[src/rtl/cpu_ctrl_pkg.sv]
`default_nettype none
// ============================================================================
//  Module   : cpu_ctrl_pkg
//  Purpose  : Shared encodings for the multi-cycle control FSM: state codes,
//             opcode values, ALUOp codes and PC source selects.
//  Revision : 1.0 - initial release
// ============================================================================
package cpu_ctrl_pkg;

    // State encoding is exported on the State debug port, so keep it fixed.
    typedef enum logic [2:0] {
        ST_IDLE     = 3'd0,
        ST_FETCH    = 3'd1,
        ST_DECODE   = 3'd2,
        ST_EXEC     = 3'd3,
        ST_MEM      = 3'd4,
        ST_WB       = 3'd5,
        ST_HALTED   = 3'd6,
        ST_STEPWAIT = 3'd7
    } state_t;

    // Opcodes, Instr[7:5]
    localparam logic [2:0] c_OP_ADD  = 3'b000;
    localparam logic [2:0] c_OP_SUB  = 3'b001;
    localparam logic [2:0] c_OP_ADDI = 3'b010;
    localparam logic [2:0] c_OP_LW   = 3'b011;
    localparam logic [2:0] c_OP_SW   = 3'b100;
    localparam logic [2:0] c_OP_BEQ  = 3'b101;
    localparam logic [2:0] c_OP_JMP  = 3'b110;
    localparam logic [2:0] c_OP_HALT = 3'b111;

    // ALU operations; 2'b10 (PASS_B) exists in the ALU but no opcode uses it.
    localparam logic [1:0] c_ALU_ADD = 2'b00;
    localparam logic [1:0] c_ALU_SUB = 2'b01;

    // PC source selects
    localparam logic [1:0] c_PC_INC    = 2'b00;
    localparam logic [1:0] c_PC_BRANCH = 2'b01;
    localparam logic [1:0] c_PC_JUMP   = 2'b10;

    // Instructions whose operand B comes from the sign-extended immediate.
    function automatic logic op_uses_imm(input logic [2:0] op);
        return (op == c_OP_ADDI) || (op == c_OP_LW) || (op == c_OP_SW);
    endfunction

    // Subtract for SUB and for the BEQ compare, add for everything else.
    function automatic logic [1:0] alu_op_for(input logic [2:0] op);
        return ((op == c_OP_SUB) || (op == c_OP_BEQ)) ? c_ALU_SUB : c_ALU_ADD;
    endfunction

endpackage
`default_nettype wire

[src/rtl/mem_wait_timer.sv]
`default_nettype none
// ============================================================================
//  Module   : mem_wait_timer
//  Purpose  : Counts MEM cycles spent without MemReady. o_terminal fires in
//             the cycle whose increment brings the count to MAX_COUNT.
//  Revision : 1.0 - initial release
// ============================================================================
module mem_wait_timer #(
    parameter int MAX_COUNT = 15
) (
    input  logic clk,
    input  logic rst_n,
    input  logic i_clear,
    input  logic i_inc,
    output logic o_terminal
);

    localparam int CNT_W = $clog2(MAX_COUNT + 1);

    logic [CNT_W-1:0] r_count;

    // Wait counter: cleared outside MEM, saturates at MAX_COUNT.
    always_ff @(posedge clk or negedge rst_n) begin
        if (!rst_n) begin
            r_count <= '0;
        end else if (i_clear) begin
            r_count <= '0;
        end else if (i_inc && (r_count != CNT_W'(MAX_COUNT))) begin
            r_count <= r_count + 1'b1;
        end
    end

    assign o_terminal = i_inc && (r_count == CNT_W'(MAX_COUNT - 1));

endmodule
`default_nettype wire

[src/rtl/multicycle_control.sv]
`default_nettype none
// ============================================================================
//  Module   : multicycle_control
//  Purpose  : Multi-cycle control FSM for the 8-bit non-pipelined datapath.
//             FETCH -> DECODE -> EXEC -> [MEM] -> [WB], one instruction at a
//             time; drives all datapath strobes and mux selects (Moore style,
//             except BEQ's PCWrite which follows Zero in EXEC).
//  Config   : SINGLE_STEP_EN - when defined, instruction completion parks in
//             STEPWAIT until a rising edge on Step.
//  Revision : 1.0 - initial release
// ============================================================================
module multicycle_control
    import cpu_ctrl_pkg::*;
#(
    parameter int OPCODE_W     = 3,
    parameter int ALUOP_W      = 2,
    parameter int MEM_WAIT_MAX = 15
) (
    input  logic                clk,
    input  logic                rst_n,
    input  logic                Start,
    input  logic [OPCODE_W-1:0] Opcode,
    input  logic                Zero,
    input  logic                MemReady,
    input  logic                Step,
    output logic                PCWrite,
    output logic [1:0]          PCSrc,
    output logic                IRWrite,
    output logic                RegWrite,
    output logic                ALUSrc,
    output logic [ALUOP_W-1:0]  ALUOp,
    output logic                MemRead,
    output logic                MemWrite,
    output logic                MemToReg,
    output logic                Halted,
    output logic                Error,
    output logic [2:0]          State
);

    state_t              r_state;
    state_t              w_next;
    logic [OPCODE_W-1:0] r_opreg;
    logic                r_error;
    logic                w_mem_clear;
    logic                w_mem_inc;
    logic                w_mem_timeout;
    logic                w_advance;

`ifdef SINGLE_STEP_EN
    // Completed instructions wait for the operator before the next fetch.
    localparam state_t c_RESUME = ST_STEPWAIT;

    logic r_step_d;

    // Previous Step level, so a held Step only releases one instruction.
    always_ff @(posedge clk or negedge rst_n) begin
        if (!rst_n) begin
            r_step_d <= 1'b0;
        end else begin
            r_step_d <= Step;
        end
    end

    assign w_advance = Step && !r_step_d;
`else
    localparam state_t c_RESUME = ST_FETCH;

    logic w_unused_step;
    assign w_unused_step = Step;
    assign w_advance     = 1'b0;
`endif

    assign w_mem_clear = (r_state != ST_MEM);
    assign w_mem_inc   = (r_state == ST_MEM) && !MemReady;

    mem_wait_timer #(
        .MAX_COUNT (MEM_WAIT_MAX)
    ) u_mem_wait_timer (
        .clk        (clk),
        .rst_n      (rst_n),
        .i_clear    (w_mem_clear),
        .i_inc      (w_mem_inc),
        .o_terminal (w_mem_timeout)
    );

    // State register.
    always_ff @(posedge clk or negedge rst_n) begin
        if (!rst_n) begin
            r_state <= ST_IDLE;
        end else begin
            r_state <= w_next;
        end
    end

    // Opcode is captured once per instruction, in DECODE.
    always_ff @(posedge clk or negedge rst_n) begin
        if (!rst_n) begin
            r_opreg <= '0;
        end else if (r_state == ST_DECODE) begin
            r_opreg <= Opcode;
        end
    end

    // Sticky timeout flag; only reset clears it.
    always_ff @(posedge clk or negedge rst_n) begin
        if (!rst_n) begin
            r_error <= 1'b0;
        end else if (w_mem_timeout) begin
            r_error <= 1'b1;
        end
    end

    // Next-state and strobe decode from the current state and latched opcode.
    always_comb begin
        w_next   = r_state;
        PCWrite  = 1'b0;
        PCSrc    = c_PC_INC;
        IRWrite  = 1'b0;
        RegWrite = 1'b0;
        ALUSrc   = 1'b0;
        ALUOp    = c_ALU_ADD;
        MemRead  = 1'b0;
        MemWrite = 1'b0;
        MemToReg = 1'b0;
        Halted   = 1'b0;
        case (r_state)
            ST_IDLE: begin
                if (Start) begin
                    w_next = ST_FETCH;
                end
            end
            ST_FETCH: begin
                IRWrite = 1'b1;
                PCWrite = 1'b1;
                PCSrc   = c_PC_INC;
                w_next  = ST_DECODE;
            end
            ST_DECODE: begin
                w_next = (Opcode == c_OP_HALT) ? ST_HALTED : ST_EXEC;
            end
            ST_EXEC: begin
                ALUSrc = op_uses_imm(r_opreg);
                ALUOp  = alu_op_for(r_opreg);
                case (r_opreg)
                    c_OP_ADD, c_OP_SUB, c_OP_ADDI: w_next = ST_WB;
                    c_OP_LW, c_OP_SW:              w_next = ST_MEM;
                    c_OP_BEQ: begin
                        PCWrite = Zero;
                        PCSrc   = c_PC_BRANCH;
                        w_next  = c_RESUME;
                    end
                    c_OP_JMP: begin
                        PCWrite = 1'b1;
                        PCSrc   = c_PC_JUMP;
                        w_next  = c_RESUME;
                    end
                    default: w_next = ST_HALTED;
                endcase
            end
            ST_MEM: begin
                MemRead  = (r_opreg == c_OP_LW);
                MemWrite = (r_opreg == c_OP_SW);
                // A late MemReady still completes the access, even on the
                // cycle the timer would expire.
                if (MemReady) begin
                    w_next = (r_opreg == c_OP_LW) ? ST_WB : c_RESUME;
                end else if (w_mem_timeout) begin
                    w_next = ST_HALTED;
                end
            end
            ST_WB: begin
                RegWrite = 1'b1;
                MemToReg = (r_opreg == c_OP_LW);
                w_next   = c_RESUME;
            end
            ST_HALTED: begin
                Halted = 1'b1;
            end
`ifdef SINGLE_STEP_EN
            ST_STEPWAIT: begin
                if (w_advance) begin
                    w_next = ST_FETCH;
                end
            end
`endif
            default: begin
                w_next = w_advance ? ST_FETCH : ST_IDLE;
            end
        endcase
    end

    assign Error = r_error;
    assign State = r_state;

endmodule
`default_nettype wire

[config.mk]
export PLATFORM = sky130hd
export DESIGN_NAME = multicycle_control
export DESIGN_NICKNAME = d
export VERILOG_FILES = /design/src/rtl/cpu_ctrl_pkg.sv /design/src/rtl/mem_wait_timer.sv /design/src/rtl/multicycle_control.sv
export SDC_FILE = /design/constraint.sdc
export NUM_CORES = 1
export LEC_CHECK = 0
export BUFFER_PORTS_ARGS = -buffer_cell sky130_fd_sc_hd__buf_2
export CORE_MARGIN = 2
export CORE_UTILIZATION = 50
export DETAILED_ROUTE_END_ITERATION = 12
export PLACE_DENSITY = 0.78
export SYNTH_ARGS = -nofsm -noshare
export SYNTH_HDL_FRONTEND = slang
export SYNTH_HIERARCHICAL = 1
export SYNTH_SLANG_ARGS = --single-unit
export TNS_END_PERCENT = 100
[constraint.sdc]
create_clock -name clk -period 1.93 [get_ports clk]
set_input_delay 0 -clock clk [delete_from_list [all_inputs] [get_ports clk]]
set_output_delay 0 -clock clk [all_outputs]
set_load 0.1 [all_outputs]
==> run summary, run 1 <==
Final-report max-slew violation count: 0. At the later pin of the worst-skew pair, clock insertion delay measures 0.27 ns. For the placeable core region, the log shows 1540 um^2. Slowest library cell on the worst path: sky130_fd_sc_hd__dfrtp_4. After detailed routing, the total wire length is 1990 um. The logs give 22.8% for the total track usage and 0 for the setup-violating endpoint count in the final report. The number of nets in the synthesized netlist is 94, and the number of buffers inserted for hold repair after clock tree synthesis is 4. Averaged over all synthesized cells, the footprint is 10.1 um^2.

The netlist area before placement is 835 um^2. The signal on the critical path passes through nor2b_2, nand2_4, buf_4, nor2_4, buf_2. Number of antenna violations at the first check in global routing: 0.

Detailed-routing iteration count for the pre-antenna-repair pass: 4. The maximum fanout count along the critical path was 13; the via count of the first global-routing pass was 753. The post-placement cell count came out at 120. The run gives 0.798 as the placer congestion estimate. 25 I/O pins were placed. The buffer cell driving the clock tree root was sky130_fd_sc_hd__clkbuf_4. Detailed placement ended at an HPWL of 1480 um. During synthesis, Yosys emitted a total of 6 warnings. Leaving out fill and tap cells, the most frequent cell in the layout is sky130_fd_sc_hd__buf_2.

The analysis attributes to cell leakage a power of 0.000523 uW. The cell depth of the worst min-delay path is 3, and the final net count is 124. Counting cells, the worst reg-to-reg path comes to 6. The netlist uses 45 different library cells. Input and output buffers added on the ports amount to 22. Global routing finished with a remaining overflow of 0. Critical path capture point type: an output port. The sequential share of power was 23.6%; the number of cells upsized or downsized after cts was 0. In this run the remaining antenna-violating nets after routing total 0. The setup path with the least slack is of type reg -> out.

The total count of hold-check failures in the final report was 0; the DRC violation count after routing was 0. The die covers 2010 um^2. CTS saw 11 sinks.

In this run the deepest clock path goes through 2 buffers. The share of total power consumed by net switching was 61.3%; the gate count of the mapped netlist was 83. The fraction of final layout cells with drive strength greater than 1 was 50.9%; the initial core utilization was 54.1%.

The maximum clock frequency came out at 542 MHz. The number of H-tree levels came out at 1. The total power density per cell area is 1740 nW/um^2, and the buffer count from post-CTS setup fixing is 0. After synthesis, flip-flops and latches occupy 33.0% of the total area. For this run, the leading register cell type out of synthesis is sky130_fd_sc_hd__dfrtp_1. For the antenna diode count, the log shows 0. The initialized floorplan defines 14 standard-cell rows. After synthesis, the cell types taking the most area are sky130_fd_sc_hd__dfrtp_1 (33%), sky130_fd_sc_hd__mux2_1 (4.0%), sky130_fd_sc_hd__mux2_4 (3.6%), sky130_fd_sc_hd__nor2_1 (3.6%), sky130_fd_sc_hd__ha_1 (3.0%). In the final routed layout, each cell accounts on average for 15.6 um.

Combinational share of power: 68.1%. The number of violations of the max-capacitance limit is 0, and the detailed-route vias per instance is 5.74. TritonCTS built the clock tree.

The number of register bits inferred by synthesis was 11. The tightest hold margin came out at 0.0959 ns. After the first detailed-routing iteration, the DRC count stood at 10. The die is 44.9 um wide. In the layout the commonest cells are sky130_fd_sc_hd__buf_2 (21), sky130_fd_sc_hd__dfrtp_1 (8).

The synthesized design contains 0 enable-type register cells. The top cell type by total area after synthesis was sky130_fd_sc_hd__dfrtp_1. Setup repair after global routing left no endpoint under its margin. From bottom edge to top edge, the die measures 44.9 um.

Entering global routing, the biggest net connects 14 pins. The number of buffers created by CTS is 3. VDD sags by at most 1.41 mV. The flow ran to the end, and the final reports show no timing, DRC or antenna violations.

The analysis attributes to net switching a power of 1190 uW. The worst hold-check path type was in -> reg. The clock network burns 8.3% of the power. Once layout is complete, the cells apart from fillers number 128.

The layout overhead on the synthesized area is 33.7%. The maximum single-stage delay on the critical path works out to 0.57 ns. Data on the critical path arrives at its endpoint at 1.84 ns. The run gives 3290 um as the wire length of the first global-routing pass. The setup skew after layout came out at 0.0126 ns.

The shortest clock period the worst path allows after layout is 1.84 ns, and the share of synthesized registers carrying an async set or reset is 100%. Clock-pin slew was measured on the worst setup and hold paths at 0.07 ns. The area share of the largest cell type after synthesis was 33.0%; the number of vias after detailed routing was 735. The cell internal power dissipation is 751 uW. For this run, the share of the core covered by cells in the final layout is 72.4%. STA classifies the critical path startpoint as a flop. The tools report the endpoint required time on the critical path as 1.93 ns. The worst path uses 95.6% of the clock period.
==> final cells by class <==
class	count	area [um^2]
timing repair buffer	30	195
tap	16	20.0
clock buffer	4	26.3
sequential	11	287
fill	126	425
inverter	5	18.8
multi-input combinational	62	569
==> sequential cells by signal, summed over array words and instances (netlist names) <==
register,count
r_opreg,3
State,3
Error,1
u_mem_wait_timer/r_count,4
==> power by group through the flow <==
stage / Clock [uW] / Combinational [uW] / Sequential (uW)
after global routing: 174 / 1400 / 477
after global placement: 0 / 1300 / 452
after CTS: 166 / 1330 / 458
final: 161 / 1320 / 459
after detailed placement: 0 / 1320 / 461
after floorplan: 0 / 989 / 598
==> critical path: cells and delay by family, from the launching register on <==
| family | cells | cell delay (ns) |
|---|---|---|
| buffers and inverters | 2 | 0.60 |
| flip-flops | 1 | 0.57 |
| AND/OR/NAND/NOR | 3 | 0.41 |
==> synthesized netlist by cell type (2+ instances only) <==
master and number:
sky130_fd_sc_hd__a211o_1 2, sky130_fd_sc_hd__nand2_1 2, sky130_fd_sc_hd__nor2b_1 2, sky130_fd_sc_hd__nor4_1 3
sky130_fd_sc_hd__a21oi_1 3, sky130_fd_sc_hd__nor2_1 8, sky130_fd_sc_hd__mux2_1 3, sky130_fd_sc_hd__and2_1 2
sky130_fd_sc_hd__inv_1 4, sky130_fd_sc_hd__dfrtp_1 11, sky130_fd_sc_hd__and4_1 2, sky130_fd_sc_hd__mux2_4 2
sky130_fd_sc_hd__a31oi_1 3, sky130_fd_sc_hd__ha_1 2, sky130_fd_sc_hd__buf_4 3, sky130_fd_sc_hd__nor3_1 2
==> routing by layer <==
metal / global-route usage (%) / routed length (um)
met1: 28.0 / 835
met3: 4.80 / 109
met4: 5.29 / 0
met2: 40.9 / 1050
met5: 0 / 0
==> stage by stage <==
stage | TNS [ns] | power (uW) | setup WS, ns | instance area (um^2)
finish | 0 | 1940 | 0.0851 | 1120
global route | 0 | 2050 | 0.00431 | 1120
detailed placement | 0 | 1780 | 0.202 | 1050
global placement | 0 | 1750 | 0.277 | 1050
CTS | 0 | 1950 | 0.0719 | 1120
floorplan | -0.447 | 1590 | -0.400 | 917
==> path summary, 6_finish.rpt <==
check,startpoint,to,slack [ns]
hold / removal,Start,State[0],0.1
min in group asynchronous,rst_n,State[1],0.12
hold reg to reg,Error,Error,0.46
setup / recovery,State[0],MemWrite,0.09
max in group asynchronous,rst_n,State[2],1.56
setup reg to reg,State[0],State[0],0.19
==> kinds of logic after synthesis <==
group           after synthesis  share of synthesized area (%)
mux                           5                           7.65
simple gates                 37                           32.4
other cells                   1                          0.449
fa+ha+maj                     2                           3.00
buf+inv                      10                           6.89
flops                        11                           33.0
compound gates               17                           16.6
(Power assumes the default switching activity.)
==> run 2, diff against run 1 <==
--- a/config.mk
+++ b/config.mk
@@ -7,9 +7,9 @@
 export LEC_CHECK = 0
 export BUFFER_PORTS_ARGS = -buffer_cell sky130_fd_sc_hd__buf_2
 export CORE_MARGIN = 2
-export CORE_UTILIZATION = 50
+export CORE_UTILIZATION = 45
 export DETAILED_ROUTE_END_ITERATION = 12
-export PLACE_DENSITY = 0.78
+export PLACE_DENSITY = 0.74
 export SYNTH_ARGS = -nofsm -noshare
 export SYNTH_HDL_FRONTEND = slang
 export SYNTH_HIERARCHICAL = 1
==> constraint.sdc (replaced) <==
create_clock -name clk -period 1.5 [get_ports clk]
set_input_delay 0 -clock clk [delete_from_list [all_inputs] [get_ports clk]]
set_output_delay 0 -clock clk [all_outputs]
set_load 0.1 [all_outputs]
==> run summary, run 2 (same netlist as run 1, synthesis figures left out) <==
The run finished, with violations left. The final reports fail on negative setup slack. The arrival time of data at the critical path endpoint is 1.66 ns (was 1.84 ns).

The horizontal die dimension is 47.1 um (was 44.9 um), and the placed wire-length estimate is 1590 um (was 1480 um). The run gives 0.810 (was 0.798) as the placer congestion estimate. Depth of the worst register-to-register path: 5 (was 6). The end point of the critical path is PCSrc[0] (was MemWrite). For the worst vdd rail ir drop, the log shows 1.58 mV (was 1.41 mV).

The class of the most critical setup path is reg -> out (unchanged). The die area is 2220 um^2 (was 2010 um^2). The number of nets with antenna violations after routing was 0 (unchanged).

The worst hold-check path type is in -> reg (unchanged). The die boundary height works out to 47.1 um (was 44.9 um). The buffer cell driving the clock tree root was sky130_fd_sc_hd__clkbuf_4 (unchanged). The post-placement cell count is 135 (was 120). The clock transition time at the flip-flop clock pins of the worst setup and hold paths is 0.08 ns (was 0.07 ns), and the total leakage power is 0.000703 uW (was 0.000523 uW). The logs give 11 (unchanged) for the total number of clock tree sinks and 42.5% (was 40.9%) for the global routing usage on met2.

The layout overhead on the synthesized area was 86.1% (was 33.7%). The total track usage was 24.6% (was 22.8%). The deepest clock path buffer count was 2 (unchanged). The total power density per cell area was 2220 nW/um^2 (was 1740 nW/um^2); the boundary pin count was 25 (unchanged).

The tools report the fill cell total of the finished layout as 72 (was 126). The run gives 0 (unchanged) as the total congestion overflow after global routing. Register with the most flip-flops: u_mem_wait_timer/r_count (unchanged).

The reg-to-reg setup timing slack was -0.11 ns (was 0.19 ns); the wire length per cell after detailed routing was 19.2 um (was 15.6 um). Number of buffers inserted by port buffering: 22 (unchanged). Number of H-tree levels: 1 (unchanged).

Setup repair after global routing could not meet its margin everywhere. Reg-to-reg critical path endpoint: r_opreg[0] (was State[0]). Based on the critical path, the design can be clocked at up to 602 MHz. The detailed-route vias per instance came out at 5.71 (was 5.74).

The run gives 3070 um (was 1990 um) as the total detailed-routing wirelength. TritonCTS built the clock tree. The run gives 0.28 ns (was 0.27 ns) as the worst-skew pair later-pin latency.

The tools report the type of element launching the critical path as a flop (unchanged). The global-route met3 utilization was 6.54% (was 4.80%); the accumulated negative setup slack was -0.819 ns (was 0 ns). The tools report the largest net degree at the start of global routing as 14 (unchanged). Commonest cells after routing, fill and taps aside: sky130_fd_sc_hd__buf_4 (21), sky130_fd_sc_hd__buf_12 (13), sky130_fd_sc_hd__buf_2 (11), sky130_fd_sc_hd__dfrtp_1 (7) (was sky130_fd_sc_hd__buf_2 (21), sky130_fd_sc_hd__dfrtp_1 (8)). For the setup skew after layout, the log shows 0.00612 ns (was 0.0126 ns). The setup-violating endpoint count in the final report is 14 (was 0), and the placeable core region is 1730 um^2 (was 1540 um^2). The number of antenna violations at the first check in global routing was 0 (unchanged); the maximum fanout count along the critical path was 5 (was 13).

The tools report the launch point of the critical path as State[2] (was State[0]). Of the available clock period, the critical path in the final layout requires 111%. The layer with the highest usage after global routing is met2 (unchanged). The total count of hold-check failures in the final report came out at 0 (unchanged).

The number of buffers created by CTS was 3 (unchanged). The logs give 0 (unchanged) for the antenna diode count and 0.0835 ns (was 0.0959 ns) for the tightest hold margin. The detailed-routing iteration count for the pre-antenna-repair pass came out at 4 (unchanged). The startpoint of the lowest-slack register-to-register path is State[2] (was State[0]). Wire length of the first global-routing pass: 3750 um (was 3290 um). The run gives 0 (unchanged) as the final-report max-slew violation count. The commonest non-fill, non-tap cell in the layout was sky130_fd_sc_hd__buf_4 (was sky130_fd_sc_hd__buf_2). The number of standard cells in the layout, taps in and fillers out was 160 (was 128).

For the finished layout, the period the worst path requires is 1.66 ns. The fraction of final layout cells with drive strength greater than 1 is 64.4% (was 50.9%), and the final net count is 147 (was 124). The DRC violation count after routing was 0 (unchanged); the final critical-path setup slack was -0.161 ns (was 0.0851 ns). The cell depth of the worst min-delay path came out at 3 (unchanged). For the initial detailed-routing violation count, the log shows 25 (was 10). Met1 routing resource usage after global routing: 28.8% (was 28.0%). The tools report the critical path capture point type as an output port (unchanged). The flip-flop count of the largest register after layout is 4 (unchanged), and the number of violations of the max-capacitance limit is 0 (unchanged).

The number of vias after detailed routing was 914 (was 735); the initial core utilization was 48.3% (was 54.1%). The via count of the first global-routing pass was 829 (was 753); the endpoint required time on the critical path was 1.50 ns (was 1.93 ns). For the floorplan row count, the log shows 15 (was 14).
-- run 2: cell count changes in the layout (fill, tap and decap cells not counted), sizes merged --
cell | before | now
buf | 26 | 48
clkbuf | 4 | 5
-- run 2: area by class of cell --
type | count | area [um^2] | area share, %
multi-input combinational | 62 | 609 | 39.2
timing repair buffer | 53 | 579 | 37.3
sequential | 11 | 288 | 18.5
tap | 25 | 31.3 | 2.01
clock buffer | 4 | 26.3 | 1.69
inverter | 5 | 18.8 | 1.21
-- run 2: critical path, cell delays in order, from the launching register on --
cell and delay [ns]:
sky130_fd_sc_hd__dfrtp_4 0.50, sky130_fd_sc_hd__buf_8 0.14, sky130_fd_sc_hd__nand3b_4 0.17, sky130_fd_sc_hd__nor3b_4 0.21, sky130_fd_sc_hd__and2_4 0.19, sky130_fd_sc_hd__buf_12 0.17
-- run 2: routing by layer --
metal	vias up	part of all wire [%]	routed length [um]
met1	444	40	1220
met4	0	1.2	37
met3	4	9.1	281
met2	58	50	1540
li1	408	-	-
met5	-	0	0
-- run 2: worst min-delay path by stage --
stage / start / end / slack (ns)
after floorplan: rst_n / Error / -0.30
after global placement: rst_n / State[1] / -0.13
after detailed placement: rst_n / State[2] / -0.12
after CTS: Opcode[2] / r_opreg[2] / 0.01
after global routing: Start / State[0] / 0.06
final: Start / State[0] / 0.08
-- run 2: timing repair --
item,CTS,global route
setup buffers,8,8
cloned,0,1
gates resized for setup,11,8
hold buffers,3,1
setup endpoints to repair,8,13
pin swaps,7,5
hold endpoints to repair,13,1
-- run 2: where the power goes --
group	leakage [uW]	internal, uW	switching (uW)
registers	0.000138	407	109
clock network	0.0000150	103	111
logic	0.000550	1110	1610
total	0.000703	1620	1830
-- run 2: through the flow --
| step | instance area (um^2) | setup slack, ns | utilization [%] | total power (uW) |
|---|---|---|---|---|
| 2_1_floorplan | 920 | -0.830 | - | 2040 |
| 3_3_place_gp | 1270 | 0.0228 | 73.6 | 2610 |
| 3_5_place_dp | 1270 | -0.0161 | 73.6 | 2650 |
| 4_1_cts | 1430 | -0.0887 | 82.6 | 3080 |
| 5_1_grt | 1550 | -0.229 | 89.9 | 3570 |
| 6_report | 1550 | -0.161 | 89.9 | 3450 |
==> run 3, diff against run 2 <==
--- a/config.mk
+++ b/config.mk
@@ -9,7 +9,7 @@
 export CORE_MARGIN = 2
 export CORE_UTILIZATION = 45
 export DETAILED_ROUTE_END_ITERATION = 12
-export PLACE_DENSITY = 0.74
+export PLACE_DENSITY_LB_ADDON = 0.08
 export SYNTH_ARGS = -nofsm -noshare
 export SYNTH_HDL_FRONTEND = slang
 export SYNTH_HIERARCHICAL = 1
==> run summary, run 3 (same netlist as run 1, synthesis figures left out) <==
The wire length per cell after detailed routing was 18.3 um (was 19.2 um); the worst vdd rail ir drop was 1.71 mV (was 1.58 mV). The worst-skew pair later-pin latency is 0.29 ns (was 0.28 ns). Violated checks: negative setup slack (unchanged). The number of violations of the max-capacitance limit was 0 (unchanged); the total number of clock tree sinks was 11 (unchanged). The run gives 30.5% (was 24.6%) as the total track usage. The critical path capture point type was an output port (unchanged). For the placer congestion estimate, the log shows 0.808 (was 0.810). The number of buffers created by CTS came out at 3 (unchanged). The total count of hold-check failures in the final report came out at 0 (unchanged). The total power density per cell area was 2180 nW/um^2 (was 2220 nW/um^2). The initial detailed-routing violation count was 32 (was 25); the number of antenna violations at the first check in global routing was 0 (unchanged). The tools report the final-report max-slew violation count as 0 (unchanged). Arrival time of data at the critical path endpoint: 1.61 ns (was 1.66 ns). Flip-flop count of the largest register after layout: 4 (unchanged). The placed wire-length estimate is 1550 um (was 1590 um), and the number of buffers inserted by port buffering is 22 (unchanged). The flow ran to the end, but the final reports show violations. The run gives 25 (unchanged) as the boundary pin count. The total leakage power is 0.000670 uW (was 0.000703 uW), and the floorplan row count is 15 (unchanged).

Final cycle utilization of the critical path: 107% (was 111%). The commonest non-fill, non-tap cell in the layout was sky130_fd_sc_hd__buf_4 (unchanged). The deepest clock path buffer count came out at 2 (unchanged). Type of element launching the critical path: a flop (unchanged). The maximum single-stage delay on the critical path works out to 0.49 ns (was 0.50 ns). The maximum clock frequency is 623 MHz (was 602 MHz).

The setup slack at placement was -0.0211 ns (was -0.0161 ns); the setup-violating endpoint count in the final report was 12 (was 14). The detailed-route vias per instance came out at 5.81 (was 5.71). For the total congestion overflow after global routing, the log shows 0 (unchanged). The largest net degree at the start of global routing was 13 (was 14); the wire length of the first global-routing pass was 4490 um (was 3750 um).

The shortest clock period the worst path allows after layout was 1.61 ns (was 1.66 ns); the antenna diode count was 0 (unchanged). The buffer cell driving the clock tree root is sky130_fd_sc_hd__clkbuf_4 (unchanged). Setup repair after global routing could not meet its margin everywhere.

The run gives 143 (was 147) as the final net count. TritonCTS built the clock tree. The logs give 48.3% (unchanged) for the initial core utilization and 2850 um (was 3070 um) for the total detailed-routing wirelength.

The via count of the first global-routing pass is 916 (was 829). Slowest library cell on the worst path: sky130_fd_sc_hd__dfrtp_4 (unchanged). For the detailed-routing iteration count for the pre-antenna-repair pass, the log shows 4 (unchanged). List of cells traversed by the critical path: buf_8, nand3b_4, nor3b_4, and2_4, buf_12 (unchanged). The gate family responsible for the most delay along the worst path is simple AND/OR/NAND/NOR gates (unchanged). The maximum fanout count along the critical path is 7 (was 5), and the endpoint required time on the critical path is 1.50 ns (about the same). The die area was 2220 um^2 (unchanged). The DRC violation count after routing came out at 0 (unchanged). The register with the most flip-flops is u_mem_wait_timer/r_count (unchanged). The horizontal die dimension is 47.1 um (unchanged), and the final critical-path setup slack is -0.106 ns (was -0.161 ns). The utilization after layout was 87.3% (was 89.9%).

The worst hold-check path type is in -> reg (unchanged). Number of H-tree levels: 1 (unchanged). For the accumulated negative setup slack, the log shows -0.757 ns (was -0.819 ns). The placeable core region came out at 1730 um^2 (unchanged). The class of the most critical setup path was reg -> out (unchanged).

The die boundary height is 47.1 um (unchanged), and the clock transition time at the flip-flop clock pins of the worst setup and hold paths is 0.08 ns (about the same). The tools report the setup skew after layout as 0.00560 ns (was 0.00612 ns). The fraction of final layout cells with drive strength greater than 1 is 64.9% (was 64.4%). The number of vias after detailed routing is 907 (was 914), and the number of nets with antenna violations after routing is 0 (unchanged). The layout overhead on the synthesized area came out at 80.7% (was 86.1%).

Commonest cells after routing, fill and taps aside: sky130_fd_sc_hd__buf_4 (17), sky130_fd_sc_hd__buf_2 (11), sky130_fd_sc_hd__buf_12 (11), sky130_fd_sc_hd__dfrtp_1 (5) (was sky130_fd_sc_hd__buf_4 (21), sky130_fd_sc_hd__buf_12 (13), sky130_fd_sc_hd__buf_2 (11), sky130_fd_sc_hd__dfrtp_1 (7)). The number of buffer and inverter stages on the critical path came out at 2 (unchanged).
## run 3: changes by cell type in the layout (fill, tap and decap cells not counted), sizes merged
cell    before  now
buf         48   45
clkbuf       5    4
## run 3: report_power, final
group | internal (uW) | total (uW) | switching [uW]
Sequential | 412 | 521 | 108
Clock | 104 | 224 | 120
Combinational | 983 | 2540 | 1550
## run 3: per-stage QoR
stage / instances / cell area [um^2] / hold WS [ns] / power, uW
CTS: 155 / 1460 / 0.0577 / 3130
global route: 156 / 1510 / 0.0766 / 3400
floorplan: 83 / 920 / -0.296 / 2040
global placement: 136 / 1270 / -0.114 / 2580
finish: 156 / 1510 / 0.0490 / 3280
detailed placement: 136 / 1270 / -0.114 / 2610
## run 3: timing repair
action	in CTS	in global routing
hold buffers	4	0
pin swaps	6	9
buffers inserted	11	2
resized for setup	15	8
setup endpoints to repair	11	14
cloned	0	0
hold endpoints to repair	14	0
## run 3: worst paths after layout
check	start	to	slack, ns	depth (start not counted)
worst max register to register	State[0]	u_mem_wait_timer/r_count[1]	-0.09	6
worst max-delay path	State[2]	PCSrc[0]	-0.11	5
max in group asynchronous	rst_n	r_opreg[2]	1.17	2
min in group asynchronous	rst_n	State[1]	0.10	2
worst min register to register	Error	Error	0.47	1
worst min-delay path	Start	State[0]	0.05	3
## run 3: worst reg2reg max path: stages, from the launching register on
cell and delay (ns):
sky130_fd_sc_hd__dfrtp_4 0.51, sky130_fd_sc_hd__nor2b_4 0.16, sky130_fd_sc_hd__nand2_4 0.08, sky130_fd_sc_hd__nor2_4 0.15
sky130_fd_sc_hd__inv_2 0.06, sky130_fd_sc_hd__a31oi_4 0.19, sky130_fd_sc_hd__mux2_4 0.33
## run 3: cell type report
class	instances	area [um^2]
timing repair buffer	49	522
multi-input combinational	62	619
clock buffer	4	26.3
tap	25	31.3
sequential	11	290
inverter	5	18.8
fill	92	219
## run 3: routing by layer
layer / routed length, um / GRT usage (%)
met3: 181 / 12.3
met1: 1150 / 34.4
met4: 94 / 16.7
met5: 0 / 0
met2: 1420 / 49.0
